==> config.mk <==
export PLATFORM = sky130hd
export DESIGN_NAME = nec_ir_tx
export DESIGN_NICKNAME = d
export VERILOG_FILES = /design/src/rtl/nec_ir_tx.sv
export SDC_FILE = /design/constraint.sdc
export NUM_CORES = 1
export LEC_CHECK = 0
export ABC_AREA = 1
export CAP_MARGIN = 0
export CELL_PAD_IN_SITES_DETAIL_PLACEMENT = 1
export CELL_PAD_IN_SITES_GLOBAL_PLACEMENT = 1
export CORE_MARGIN = 2
export CORE_UTILIZATION = 45
export CTS_BUF_LIST = sky130_fd_sc_hd__clkbuf_8
export DETAILED_ROUTE_END_ITERATION = 12
export PLACE_DENSITY_LB_ADDON = 0.1
export SETUP_SLACK_MARGIN = 0.15
export SLEW_MARGIN = 20
export SYNTH_ARGS = -nofsm -noshare
export SYNTH_HDL_FRONTEND = slang
export SYNTH_SLANG_ARGS = --single-unit
export TNS_END_PERCENT = 1
==> constraint.sdc <==
create_clock -name CLOCK_50 -period 2.2 [get_ports CLOCK_50]
set_input_delay 0.22 -clock CLOCK_50 [delete_from_list [all_inputs] [get_ports CLOCK_50]]
set_output_delay 0.22 -clock CLOCK_50 [all_outputs]
set_load 0.05 [all_outputs]
==> src/rtl/nec_ir_tx.sv <==
`default_nettype none
// ============================================================================
// Module      : nec_ir_tx
// Description : NEC infrared transmitter. Sends a full frame (address and
//               command bytes) or a repeat code, and drives both the
//               unmodulated envelope and the carrier-modulated LED output.
//               Every request occupies exactly 192 NEC units.
// Revision    : 1.0 - initial release
// ============================================================================
module nec_ir_tx #(
  parameter int UNIT_CYCLES  = 28125,  // clocks per NEC unit, must be >= 2
  parameter int CARRIER_HALF = 658     // clocks per carrier half-period
) (
  input  logic       CLOCK_50,
  input  logic       reset_n,
  input  logic       start,
  input  logic       repeat_req,
  input  logic [7:0] address,
  input  logic [7:0] command,
  output logic       ir_env,
  output logic       ir_out,
  output logic       busy,
  output logic       done
);

  localparam int UW = (UNIT_CYCLES > 1) ? $clog2(UNIT_CYCLES) : 1;
  localparam int CW = (CARRIER_HALF > 1) ? $clog2(CARRIER_HALF) : 1;

  localparam logic [UW-1:0] UNIT_LAST = UW'(UNIT_CYCLES - 1);
  // done is registered, so it is raised one cycle before the final GAP cycle ends
  localparam logic [UW-1:0] UNIT_PRE  = UW'(UNIT_CYCLES - 2);
  localparam logic [CW-1:0] CAR_LAST  = CW'(CARRIER_HALF - 1);
  localparam logic [7:0]    LAST_UNIT = 8'd191;

  typedef enum logic [2:0] {
    IDLE       = 3'd0,
    LEAD_MARK  = 3'd1,
    LEAD_SPACE = 3'd2,
    BIT_MARK   = 3'd3,
    BIT_SPACE  = 3'd4,
    STOP_MARK  = 3'd5,
    GAP        = 3'd6
  } state_t;

  state_t        state;
  logic [UW-1:0] unit_cnt;     // clock position inside the current unit
  logic [7:0]    frame_units;  // completed units since the lead mark began
  logic [4:0]    seg_cnt;      // units left in the current mark/space
  logic [4:0]    bit_idx;
  logic [CW-1:0] car_cnt;
  logic          car_lvl;
  logic [31:0]   word;
  logic          is_repeat;

  logic unit_end;
  logic seg_end;
  logic car_wrap;
  logic car_next;
  logic cur_bit;

  assign unit_end = (unit_cnt == UNIT_LAST);
  assign seg_end  = unit_end && (seg_cnt == 5'd1);
  assign car_wrap = (car_cnt == CAR_LAST);
  assign car_next = car_wrap ? ~car_lvl : car_lvl;
  assign cur_bit  = word[bit_idx];

  // Frame sequencer: unit timebase, segment transitions, carrier and outputs
  always_ff @(posedge CLOCK_50) begin
    if (!reset_n) begin
      state       <= IDLE;
      ir_env      <= 1'b0;
      ir_out      <= 1'b0;
      busy        <= 1'b0;
      done        <= 1'b0;
      unit_cnt    <= '0;
      frame_units <= '0;
      seg_cnt     <= '0;
      bit_idx     <= '0;
      car_cnt     <= '0;
      car_lvl     <= 1'b0;
      word        <= '0;
      is_repeat   <= 1'b0;
    end else begin
      done <= 1'b0;
      if (state == IDLE) begin
        unit_cnt    <= '0;
        frame_units <= '0;
        bit_idx     <= '0;
        if (start || repeat_req) begin
          // start wins when both are requested together
          if (start) word <= {~command, command, ~address, address};
          is_repeat <= ~start;
          state     <= LEAD_MARK;
          seg_cnt   <= 5'd16;
          ir_env    <= 1'b1;
          ir_out    <= 1'b1;
          busy      <= 1'b1;
          car_cnt   <= '0;
          car_lvl   <= 1'b1;
        end
      end else begin
        // All boundaries derive from one unit counter, so no drift accumulates
        if (unit_end) begin
          unit_cnt    <= '0;
          frame_units <= frame_units + 8'd1;
          seg_cnt     <= seg_cnt - 5'd1;
        end else begin
          unit_cnt <= unit_cnt + UW'(1);
        end

        // Carrier runs continuously; it is restarted at each mark entry
        car_cnt <= car_wrap ? '0 : car_cnt + CW'(1);
        car_lvl <= car_next;
        ir_out  <= ir_env & car_next;

        if (seg_end) begin
          case (state)
            LEAD_MARK: begin
              state   <= LEAD_SPACE;
              seg_cnt <= is_repeat ? 5'd4 : 5'd8;
              ir_env  <= 1'b0;
              ir_out  <= 1'b0;
            end
            LEAD_SPACE: begin
              state   <= is_repeat ? STOP_MARK : BIT_MARK;
              seg_cnt <= 5'd1;
              ir_env  <= 1'b1;
              ir_out  <= 1'b1;
              car_cnt <= '0;
              car_lvl <= 1'b1;
            end
            BIT_MARK: begin
              state   <= BIT_SPACE;
              seg_cnt <= cur_bit ? 5'd3 : 5'd1;
              ir_env  <= 1'b0;
              ir_out  <= 1'b0;
            end
            BIT_SPACE: begin
              seg_cnt <= 5'd1;
              ir_env  <= 1'b1;
              ir_out  <= 1'b1;
              car_cnt <= '0;
              car_lvl <= 1'b1;
              if (bit_idx == 5'd31) begin
                state <= STOP_MARK;
              end else begin
                state   <= BIT_MARK;
                bit_idx <= bit_idx + 5'd1;
              end
            end
            STOP_MARK: begin
              state  <= GAP;
              ir_env <= 1'b0;
              ir_out <= 1'b0;
            end
            default: begin
            end
          endcase
        end

        // GAP is terminated by the frame-unit count, not by a segment length
        if (state == GAP && frame_units == LAST_UNIT) begin
          if (unit_cnt == UNIT_PRE) done <= 1'b1;
          if (unit_end) begin
            state <= IDLE;
            busy  <= 1'b0;
          end
        end
      end
    end
  end

endmodule
`default_nettype wire

==> impl_metrics.json, run 1 <==
{
  "outcome": "complete, no violations",
  "most-common-layout-cells": "nand2_1, inv_1, dfxtp_1, a21oi_1, nand3_1",
  "io_pins": 24,
  "syn_area_per_cell_um2": 6.93,
  "finClkSkew_ns": 0.0123,
  "crit_path_end_kind": "flop",
  "ys_seq_area_frac": 0.400,
  "min_period_ns": 1.90,
  "area_growth_pct": 14.9,
  "synth_area_leaders": "dfxtp_1, nand2_1, inv_1",
  "grt_usage": 0.230,
  "setup_viol": 0,
  "relSlewSlack": 0.639,
  "crit_type": "flop to flop",
  "cts_sinks": 84,
  "place_congestion": 0.804,
  "synth_edf_count": 0,
  "core_um2": 9150,
  "power_density_nw_per_um2": 655,
  "slew_violations": 0,
  "drt-total-wl_um": 11100,
  "hold_path.class": "flop to flop",
  "comb_power_share": 0.096,
  "netlist_area_um2": 4210,
  "drive_gt1_frac": 0.0874,
  "worst_pin_slew_ns": 0.541,
  "layout_commonest_cell": "nand2_1",
  "synth.distinct_cells": 40,
  "clock_latency_ns": 0.36,
  "rsz0062_at_grt": "yes",
  "period_share": 0.864,
  "first_global_vias": 4108,
  "cts-buffers-inserted": 9,
  "cp-start-kind": "flop",
  "fin_nets": 665,
  "rows": 35,
  "viasPerCell": 5.35,
  "htree_levels": 3,
  "cap_violations": 0,
  "yosysTopAreaCell": "dfxtp_1",
  "switching_power_uw": 806,
  "p_int_uw": 2360,
  "start_util": 0.460,
  "synthCells": 607,
  "antenna_found_initial": 0,
  "post_drt_wl_per_cell_um": 14.8,
  "hold_buffers": 0,
  "max-vdd-ir-drop_v": 0.000402,
  "fp.dieH_um": 101,
  "critical_path_arrival_ns": 2.13,
  "fmax_mhz": 526,
  "synth_warnings": 0,
  "dr.pass1.iters": 4,
  "ant_nets": 0,
  "grt_max_degree": 32,
  "die_x_um": 101,
  "synth_seq_cells": 84,
  "async_reset_ff_frac": 0,
  "final.setup.tns_ns": 0,
  "cts.clk_slew.worst_paths_ns": 0.09,
  "dieArea_um2": 10100,
  "place_hpwl_um": 8220,
  "clockBufferDepth": 2,
  "overflow": 0,
  "p_clk_frac": 0.396,
  "synth_ff_type": "dfxtp_1",
  "cp.required_ns": 2.43,
  "yosys.area.top_type_share": 0.400,
  "seqPwrFrac": 0.508,
  "hold_violations": 0,
  "switching_share": 0.254,
  "crit_path_max_fanout": 6,
  "num_antenna_cells": 0,
  "root_buffer": "clkbuf_8",
  "synth.net_count": 636,
  "final.setup.worst_slack_ns": 0.299,
  "post-route-drc-count": 0,
  "drt_iter0_drc": 117,
  "io_buffers": 23,
  "cts_tree": "built",
  "vias": 4020,
  "place_ws_ns": 0.213,
  "p_leak_uw": 0.00189,
  "grt_pass1_wl_um": 18700
}
per-layer routing:
metal  GRT usage  wire (um)  vias up
met1       0.266       4950     1939
met4      0.0769        190        0
met5           0          0        -
met3      0.0326        222       14
met2       0.429       5770       46
li1            -          -     2021
cells by family after synthesis:
logic type | share of synthesized area
and+or+nand+nor | 0.319
AOI/OAI and AO/OA | 0.133
xor gates and xnor gates | 0.0229
adders and majority gates | 0.0268
DFF | 0.400
buffers and inverters | 0.0987
worst max-delay path, cell delays in order (launching register included):
cell and delay (ns):
dfxtp_2 0.35, inv_1 0.06, ha_1 0.14, nand3_1 0.12, inv_1 0.17, nand4_2 0.24
nor2_4 0.26, o21ai_2 0.12, o21ai_0 0.11, nand2_1 0.08, nand2_1 0.07, a21oi_1 0.07
metrics by stage:
step                cell area (um2)  power, uW  hold slack (ns)   util  cells
floorplan                      4210       1840            0.385      -    607
global placement               4570       1940            0.433  0.500    733
detailed placement             4570       1950            0.432  0.500    733
CTS                            4800       3200            0.436  0.524    749
global route                   4840       3310            0.443  0.529    752
finish                         4840       3170            0.443  0.529    752
worst paths after layout:
| kind | startpoint | end | slack [ns] | cells past startpoint |
|---|---|---|---|---|
| worst max-delay path | unit_cnt[0]$_SDFF_PP0_ | seg_cnt[1]$_SDFFE_PN0P_ | 0.30 | 11 |
| worst max register to register | unit_cnt[0]$_SDFF_PP0_ | seg_cnt[1]$_SDFFE_PN0P_ | 0.30 | 11 |
| worst min register to register | frame_units[4]$_SDFFE_PP0P_ | frame_units[4]$_SDFFE_PP0P_ | 0.44 | 2 |
| worst min-delay path | frame_units[4]$_SDFFE_PP0P_ | frame_units[4]$_SDFFE_PP0P_ | 0.44 | 2 |
Yosys cell counts, types with 2 or more instances:
master / n
a21oi_1: 56
buf_2: 5
clkbuf_1: 10
clkinv_1: 3
dfxtp_1: 84
ha_1: 9
inv_1: 90
nand2_1: 152
nand2_2: 3
nand3_1: 49
nand3_2: 3
nand4_1: 10
nand4_2: 2
nor2_1: 44
nor2_2: 4
nor2_4: 2
nor3_1: 8
nor3_2: 3
nor3_4: 2
nor3b_1: 5
nor4_1: 2
o211ai_1: 3
o21ai_0: 17
o21ai_1: 3
o21bai_1: 2
o22ai_1: 12
or2_2: 2
xnor2_1: 4
xor2_1: 7
what timing repair did:
item | in CTS | in global routing
buffers inserted | 0 | 3
setup endpoints to repair | 0 | 9
gates resized for setup | 0 | 6
power groups by stage:
| stage | clock, uW | sequential (uW) | combinational, uW |
|---|---|---|---|
| 2_1_floorplan | 0 | 1660 | 182 |
| 3_3_place_gp | 0 | 1640 | 297 |
| 3_5_place_dp | 0 | 1640 | 308 |
| 4_1_cts | 1280 | 1610 | 310 |
| 5_1_grt | 1350 | 1620 | 342 |
| 6_report | 1250 | 1610 | 305 |
layout make-up:
type,count,area (um2)
Timing Repair Buffer,34,313
Clock inverter,6,88.8
Sequential cell,84,1680
Tap cell,111,139
Multi-Input combinational cell,414,2130
Inverter,93,349
Fill cell,1172,4320
Clock buffer,10,138
flip-flops by register name, summed over array words and instances (netlist names), 3 cells and up:
name         cells
word            32
unit_cnt        15
car_cnt         10
frame_units      8
bit_idx          5
seg_cnt          5
state            3
Power figures use the tool's default switching activity.
==> inputs of run 2 (changes only) <==
Settings changed: CORE_UTILIZATION 45 to 43, CTS_BUF_LIST sky130_fd_sc_hd__clkbuf_8 to not set, CTS_CLUSTER_DIAMETER set to 200, REMOVE_ABC_BUFFERS set to 1.
==> run 2 against run 1 <==
Count of clock-buffer cells in the layout rose by 2. Via count fell by 0.95%. Critical path depth stayed put. Fmax is 1.1% lower. Non-clock buffer count decreased by 1. Utilization decreased by 2.3 points. Wire length decreased by 1.2%. Critical path type unchanged. Largest power group unchanged. Sequential cell count unchanged. Critical endpoint is now car_cnt[4]$_SDFFE_PN0P_. Global-route usage decreased by 1.4 points.
==> impl_metrics.json, run 2 (synthesis gave the netlist of run 1 again) <==
{
  "layout_commonest_cell": "nand2_1",
  "final.setup.tns_ns": 0,
  "vias": 3982,
  "critical_path_arrival_ns": 2.23,
  "critical_path.top_delay_family": "simple AND/OR/NAND/NOR gates",
  "cp_cell_sequence": "inv_1 > ha_1 > nand3_1 > inv_1 > nand4_2 > inv_1 > nand2_1 > nand2_1 > nor2_4 > nand3b_1 > a21oi_1",
  "fmax_mhz": 520,
  "place_hpwl_um": 8160,
  "antenna_found_initial": 0,
  "slew_violations": 0,
  "start_util": 0.437,
  "final.setup.worst_slack_ns": 0.278,
  "grt_pass1_wl_um": 18100,
  "clockBufferDepth": 2,
  "cts-buffers-inserted": 9,
  "cp_common_cell": "inv_1",
  "dr.pass1.iters": 4,
  "cts.clk_slew.worst_paths_ns": 0.09,
  "slowest_stage": "dfxtp_1",
  "min_period_ns": 1.92,
  "finClkSkew_ns": 0.0116,
  "wl_met2_um": 5630,
  "largestRegisters": "word (32), unit_cnt (15), car_cnt (10)",
  "cap_violations": 0,
  "wl_met3_um": 184,
  "core_um2": 9640,
  "viasPerCell": 5.15,
  "multi_input_area_um2": 2130,
  "drt_iter0_drc": 114,
  "num_antenna_cells": 0,
  "relSlewSlack": 0.655,
  "reg2reg_setup_slack_ns": 0.28,
  "crit_path_end_kind": "flop",
  "period_share": 0.874,
  "hold_violations": 0,
  "cts_sinks": 84,
  "dieArea_um2": 10600,
  "ant_nets": 0,
  "clock_latency_ns": 0.37,
  "fp.dieH_um": 103,
  "place_ws_ns": 0.275,
  "ff2ff_path_depth": 11,
  "die_x_um": 103,
  "io_buffers": 23,
  "register_area_um2": 1680,
  "place_congestion": 0.803,
  "drt-total-wl_um": 11000,
  "root_buffer": "clkbuf_8",
  "met1_length_um": 5020,
  "htree_levels": 3,
  "cp.required_ns": 2.51,
  "hold_path.class": "primary input to flop",
  "final_util": 0.505,
  "cp_slowest_stage_delay_ns": 0.42,
  "r2r-start": "unit_cnt[0]$_SDFF_PP0_",
  "overflow": 0,
  "fin_nets": 664,
  "power_density_nw_per_um2": 669,
  "worstHoldStart": "command[1]",
  "rows": 36,
  "io_pins": 24,
  "first_global_vias": 3977,
  "r2r-end": "car_cnt[4]$_SDFFE_PN0P_",
  "worst_pin_slew_ns": 0.517,
  "critPathBufInv": 3,
  "max-vdd-ir-drop_v": 0.000285,
  "cp-start-kind": "flop",
  "crit_type": "flop to flop",
  "post_drt_wl_per_cell_um": 14.2,
  "post-route-drc-count": 0,
  "min_to": "word[17]$_SDFFE_PN0P_",
  "largest_reg_flops": 32,
  "crit_path_max_fanout": 6,
  "cts_tree": "built",
  "outcome": "complete, no violations",
  "top_layer": "met4",
  "whs_path_depth": 3,
  "drive_gt1_frac": 0.0797,
  "top_register": "word",
  "setup_viol": 0,
  "grt_max_degree": 32,
  "grt_usage": 0.216,
  "most-common-layout-cells": "nand2_1, inv_1, dfxtp_1, a21oi_1, nand3_1",
  "rsz0062_at_grt": "yes",
  "area_growth_pct": 15.7,
  "p_leak_uw": 0.00189,
  "fillers": 1297
}
run 2: cell types whose count changed in the layout (fill, tap and decap cells not counted), sizes merged:
cell / delta
bufinv: +1
buf: -1
inv: -1
clkinv: -2
clkbuf: +2
run 2: timing repair:
action,4_1_cts,5_1_grt
setup buffers,0,2
hold buffers,0,0
setup endpoints to repair,0,22
gates resized for setup,0,6
run 2: area by class of cell:
type                            count  area share
Clock inverter                      4      0.0200
Multi-Input combinational cell    414       0.438
Inverter                           93      0.0717
Timing Repair Buffer               33      0.0627
Clock buffer                       12      0.0277
Tap cell                          133      0.0342
Sequential cell                    84       0.346
run 2: routing by layer:
metal / up-vias / global-route usage
met1: 1918 / 0.257
met2: 38 / 0.393
met4: 0 / 0.0840
met5: - / 0
li1: 2011 / -
met3: 15 / 0.0285
run 2: tightest hold or removal path, cell delays in order:
cell and delay [ns]:
clkdlybuf4s50_1 0.39, nand2_1 0.08, o22ai_1 0.06
run 2: stage by stage:
step	total power (uW)	cells	instance area, um2	hold WS, ns
detailed placement	1950	755	4600	0.445
global route	3390	773	4870	0.441
CTS	3270	771	4830	0.425
global placement	1940	755	4600	0.430
floorplan	1830	591	4140	0.343
finish	3260	773	4870	0.434
run 2: worst max-delay path by stage:
stage / from / end / slack (ns) / cells after the start
3_3_place_gp: reset_n / unit_cnt[12]$_SDFF_PP0_ / 0.27 / 6
3_5_place_dp: unit_cnt[0]$_SDFF_PP0_ / unit_cnt[14]$_SDFF_PP0_ / 0.28 / 10
4_1_cts: unit_cnt[0]$_SDFF_PP0_ / car_cnt[5]$_SDFFE_PN0P_ / 0.24 / 11
2_1_floorplan: bit_idx[0]$_SDFFE_PP0P_ / state[1]$_SDFFE_PN0P_ / 0.36 / 11
6_report: unit_cnt[0]$_SDFF_PP0_ / car_cnt[4]$_SDFFE_PN0P_ / 0.28 / 11
5_1_grt: unit_cnt[0]$_SDFF_PP0_ / unit_cnt[14]$_SDFF_PP0_ / 0.04 / 10
run 2: power breakdown:
group,switching [uW],internal [uW]
registers,30.2,1580
logic,194,115
clock network,581,756
